$ cat src/rtl/prime_check.sv
// prime_check -- responder-side primality tester for the go/ready/error handshake.
//
// A sequencer presents a candidate on n and pulses go while ready=1. The block
// resolves trivial candidates directly and otherwise runs trial division by odd
// divisors 3, 5, 7, ... using a one-bit-per-cycle restoring divider. The search
// stops as soon as d*d exceeds the candidate. The square is maintained
// incrementally, so no multiplier is needed.
//
// Ports:
//   clk       clock, rising edge
//   rst       synchronous active-high reset; aborts any test in progress
//   go        start request, honoured only while ready=1 and error=0
//   n         W-bit candidate, sampled with an accepted go
//   ready     1 = idle, result valid, new go accepted
//   error     sticky: set by a go while busy, cleared only by rst
//   is_prime  result of the last completed test
module prime_check #(
   parameter int WIDTH_LOG = 4
) (
   input  logic                        clk,
   input  logic                        rst,
   input  logic                        go,
   input  logic [(1<<WIDTH_LOG)-1:0]   n,
   output logic                        ready,
   output logic                        error,
   output logic                        is_prime
);

   localparam int W  = 1 << WIDTH_LOG;
   localparam int SW = 2 * W;
   localparam int RW = W + 1;
   localparam int CW = WIDTH_LOG + 1;

   typedef enum logic [1:0] {
      IDLE  = 2'd0,
      START = 2'd1,
      CHECK = 2'd2,
      DIV   = 2'd3
   } state_t;

   state_t           state, state_next;
   logic             error_next;
   logic             prime_next;

   logic [W-1:0]     nr,  nr_next;
   logic [W-1:0]     d,   d_next;
   logic [SW-1:0]    sq,  sq_next;
   logic [RW-1:0]    rem, rem_next;
   logic [W-1:0]     quo, quo_next;
   logic [CW-1:0]    cnt, cnt_next;

   // Restoring divider step: shift the next candidate bit into the remainder,
   // then subtract the divisor if it fits. rem always stays below d, so the
   // shift into W+1 bits never loses information.
   logic [RW-1:0]    t;
   logic [RW-1:0]    rem_step;

   always_comb begin
      t        = (rem << 1) | RW'(quo[W-1]);
      rem_step = (t >= RW'(d)) ? (t - RW'(d)) : t;
   end

   assign ready = (state == IDLE);

   always_comb begin
      state_next = state;
      error_next = error;
      prime_next = is_prime;
      nr_next    = nr;
      d_next     = d;
      sq_next    = sq;
      rem_next   = rem;
      quo_next   = quo;
      cnt_next   = cnt;

      // A go arriving while busy is a protocol violation; the running test
      // is unaffected.
      if (go && (state != IDLE)) begin
         error_next = 1'b1;
      end

      case (state)
         IDLE: begin
            if (go && !error) begin
               nr_next    = n;
               prime_next = 1'b0;
               state_next = START;
            end
         end

         START: begin
            if (nr < W'(2)) begin
               prime_next = 1'b0;
               state_next = IDLE;
            end else if (nr == W'(2)) begin
               prime_next = 1'b1;
               state_next = IDLE;
            end else if (!nr[0]) begin
               prime_next = 1'b0;
               state_next = IDLE;
            end else begin
               d_next     = W'(3);
               sq_next    = SW'(9);
               state_next = CHECK;
            end
         end

         CHECK: begin
            if (sq > SW'(nr)) begin
               prime_next = 1'b1;
               state_next = IDLE;
            end else begin
               rem_next   = '0;
               quo_next   = nr;
               cnt_next   = CW'(W);
               state_next = DIV;
            end
         end

         DIV: begin
            quo_next = quo << 1;
            rem_next = rem_step;
            cnt_next = cnt - CW'(1);
            // Last step: the final remainder decides in this same cycle.
            if (cnt == CW'(1)) begin
               if (rem_step == '0) begin
                  prime_next = 1'b0;
                  state_next = IDLE;
               end else begin
                  // (d+2)^2 = d^2 + 4d + 4
                  sq_next    = sq + (SW'(d) << 2) + SW'(4);
                  d_next     = d + W'(2);
                  state_next = CHECK;
               end
            end
         end

         default: begin
            state_next = IDLE;
         end
      endcase
   end

   always_ff @(posedge clk) begin
      if (rst) begin
         state    <= IDLE;
         error    <= 1'b0;
         is_prime <= 1'b0;
      end else begin
         state    <= state_next;
         error    <= error_next;
         is_prime <= prime_next;
      end
   end

   // Datapath registers carry no reset; they are always reloaded before use.
   always_ff @(posedge clk) begin
      nr  <= nr_next;
      d   <= d_next;
      sq  <= sq_next;
      rem <= rem_next;
      quo <= quo_next;
      cnt <= cnt_next;
   end

endmodule

$ cat config.mk
export PLATFORM = sky130hd
export DESIGN_NAME = prime_check
export DESIGN_NICKNAME = d
export VERILOG_FILES = /design/src/rtl/prime_check.sv
export SDC_FILE = /design/constraint.sdc
export NUM_CORES = 1
export LEC_CHECK = 0
export CORE_UTILIZATION = 45
export DETAILED_ROUTE_END_ITERATION = 8
export DONT_BUFFER_PORTS = 1
export PLACE_DENSITY = 0.7
export SLEW_MARGIN = 20
export SYNTH_ARGS = -nofsm -noshare
export SYNTH_HDL_FRONTEND = slang
export SYNTH_SLANG_ARGS = --single-unit
$ cat constraint.sdc
create_clock -name clk -period 6.66 [get_ports clk]
set_input_delay 1.998 -clock clk [delete_from_list [all_inputs] [get_ports clk]]
set_output_delay 1.998 -clock clk [all_outputs]
set_load 0.05 [all_outputs]
==> flow_summary.toml <==
[status]
outcome = "completed"

[clocking]
cts_made_buffers = 9
cts.sinks = 101
clk_latency_ps = 350
root_buffer = "clkbuf_16"
cts_resized = 0
clkTransAtPathRegs_ps = 70
cts_tree = "done"
clockBufferDepth = 2
post_cts_buffers = 0
htree_levels = 3
hold_buffers = 0

[timing]
clock_skew_ps = 9.98
fmax_mhz = 242
finalSetupViolations = 0
setup-tns-final_ps = 0
final_hold_viol_count = 0
hold_slack_ps = 532
tightest_slew_ps = 1080
period_needed_ps = 4130
slew_headroom_pct = 27.5
min_period_over_period_pct = 62.0
report.final.slew_viol_count = 0
rsz0062_at_grt = "no"

[worst_setup_path]
reg2reg_slack_ps = 2530
max_stage_delay_ps = 530
crit_path_cell_trace = "inv_1, ha_1, and3_4, a22oi_2, a211oi_2, a211oi_4, a22o_1, nor3_1, a21oi_1, nor3_1, a221oi_4, buf_4"
startpoint_type = "flop"
reg2reg_from = "d[3]"
cpMaxStageDelayCell = "a22o_1"
cp-end-kind = "flop"
cp.arrival_ps = 4110
critical_path.endpoint = "sq[6]"
critical-path-top-delay-family = "compound AO/OA/AOI/OAI gates"
worstRegToRegCells = 12
crit_path_max_fanout = 44
crit_type = "flop to flop"
crit_start = "d[3]"
rr_endpoint = "sq[6]"
required_ps = 6640
worst-path-buf-inv = 2
crit_cells = 12
critPathMostFrequentCell = "nor3_1"

[global_route]
grt_remaining_overflow = 0
track_usage_pct = 19.2
grt_pass1_wl_mm = 22.6
grt_max_degree = 60
antenna_found_initial = 0
grt_pass1_vias = 4739

[route]
via_per_inst = 5.74
post_drt_wl_per_cell_um = 16.1
ant_nets = 0
vias = 4825
drt_wl_total_mm = 13.5
route.detailed.drc = 0
drt_pre_antenna_iters = 5
drt-initial-drc-count = 413

[power_and_ir_drop]
p_clk_share_pct = 30.7
leakagePower_nw = 2.62
pwr-share-comb_pct = 20.3
p_sw_uw = 451
pwr-share-seq_pct = 49.0
irDropWorstVdd_mv = 0.171
powerDensity_nw_per_um2 = 220
swShare_pct = 28.8
internal_power_mw = 1.12

[logic_synthesis]
syn_inst = 656
ys_ff_latch = 101
ys_seq_area_share_pct = 45.2
synth_edf_count = 97
avgSynthCellArea_um2 = 10.1
ys_warn_count = 0
netlist_area_um2 = 6620
ys.flop_type = "edfxtp_1"
synth_cell_type_count = 62
async_flop_share_pct = 0
syn_nets = 743

[min_path]
min_path_type = "flop to flop"

[job]
maxCapViolCount = 0

[floorplan]
fp.dieW_um = 123
initial_utilization_pct = 46.9
dieHeight_um = 123
core_region_area_um2 = 14100
die_area_um2 = 15200
io_pins = 22
num_rows = 43

[cells_and_area]
num_antenna_cells = 0
syn2layout_area_growth_pct = 7.49
multi_input_area_um2 = 3420
seq_area_um2 = 2990
nets = 743
fillers = 1258
drive_gt1_share_pct = 5.45
post-route-util_pct = 50.5

[place]
gp_congestion = 0.831
portBuffers = 0
place_hpwl_mm = 9.82
## metal layers
layer	track usage, %	vias up	wire length, um
li1	-	2407	-
met1	24.8	2281	6310
met2	32.1	112	6450
met3	3.46	25	515
met4	6.93	0	246
met5	0	-	0
## worst register-to-register path, delay by kind of cell (launching register included)
kind                     cells  cell delay, ps
adder cells (fa/ha/maj)      1             370
AO/OA/AOI/OAI                6            1780
flip-flops                   1             490
AND/OR/NAND/NOR              3             490
buffers and inverters        2             630
## stage by stage
stage,setup WS [ps],cell area (um^2),total power [mW],cells
6_report,2530,7110,1.57,841
3_3_place_gp,2700,6840,1.08,825
5_1_grt,2250,7110,1.64,841
4_1_cts,2550,7110,1.57,841
3_5_place_dp,2570,6840,1.09,825
2_1_floorplan,451,6620,1.03,656
## cell usage after synthesis, types with 12 or more instances
cell type	instances	area [um^2]
inv_1	46	173
nand2_1	59	221
xnor2_1	25	219
o21ai_0	33	165
nor3_1	16	80.1
nor2_1	69	259
xor2_1	12	105
a21oi_1	40	200
or3_1	13	81.3
edfxtp_1	97	2910
ha_1	66	826
nand3_1	17	85.1
a21o_1	13	97.6
nor4_1	14	87.6
clkbuf_1	12	45.0
## sequential cells by signal, indices dropped and copies added (netlist names)
signal and cells:
is_prime 1, state 2, error 1, rem 16
cnt 5, nr 16, quo 16, sq 29
d 15
## cells in the final DEF (no fill, tap or decap), drive strengths merged, types with 8 or more instances in the layout
master,n
xnor2,25
a21oi,40
edfxtp,97
o211ai,8
o21ai,42
clkbuf,10
a211oi,9
nand3,17
nor4,14
a21o,13
nand2,59
nand4,8
nor2,69
ha,66
nor2b,9
or3,13
nor3,16
xor2,12
inv,46
## logic make-up (layout without fill, tap and decap cells)
family | count (synthesis) | after routing | synth area share (%)
AO/OA/AOI/OAI | 149 | 149 | 15.5
XOR/XNOR | 37 | 37 | 4.90
adder cells (fa/ha/maj) | 68 | 68 | 13.1
buffers and inverters | 62 | 67 | 3.54
flip-flops | 101 | 101 | 45.2
multiplexers | 5 | 5 | 0.794
AND/OR/NAND/NOR | 234 | 234 | 17.0
## worst min path at each step
stage | depth (start not counted) | end | slack (ps) | start
after floorplan | 2 | quo[10] | 500 | quo[9]
after global placement | 2 | quo[14] | 510 | quo[13]
after detailed placement | 2 | quo[7] | 520 | quo[6]
after CTS | 2 | quo[7] | 530 | quo[6]
after global routing | 2 | quo[12] | 570 | quo[11]
final | 2 | quo[7] | 530 | quo[6]
## power by group through the flow
stage          registers (mW)  logic (mW)  clock network (mW)
4_1_cts                 0.767       0.317               0.489
5_1_grt                 0.772       0.357               0.512
6_report                0.768       0.319               0.481
2_1_floorplan           0.774       0.254                   0
3_5_place_dp            0.781       0.313                   0
3_3_place_gp            0.779       0.304                   0
## cell type report
| type | count | share of cell area [%] |
|---|---|---|
| multi-input combinational | 493 | 48.1 |
| clock inverter | 6 | 0.563 |
| clock buffer | 10 | 3.22 |
| sequential | 101 | 42.1 |
| tap | 180 | 3.17 |
| inverter | 47 | 2.48 |
| timing repair buffer | 4 | 0.422 |
No activity file was read; power rests on OpenSTA's default activity.
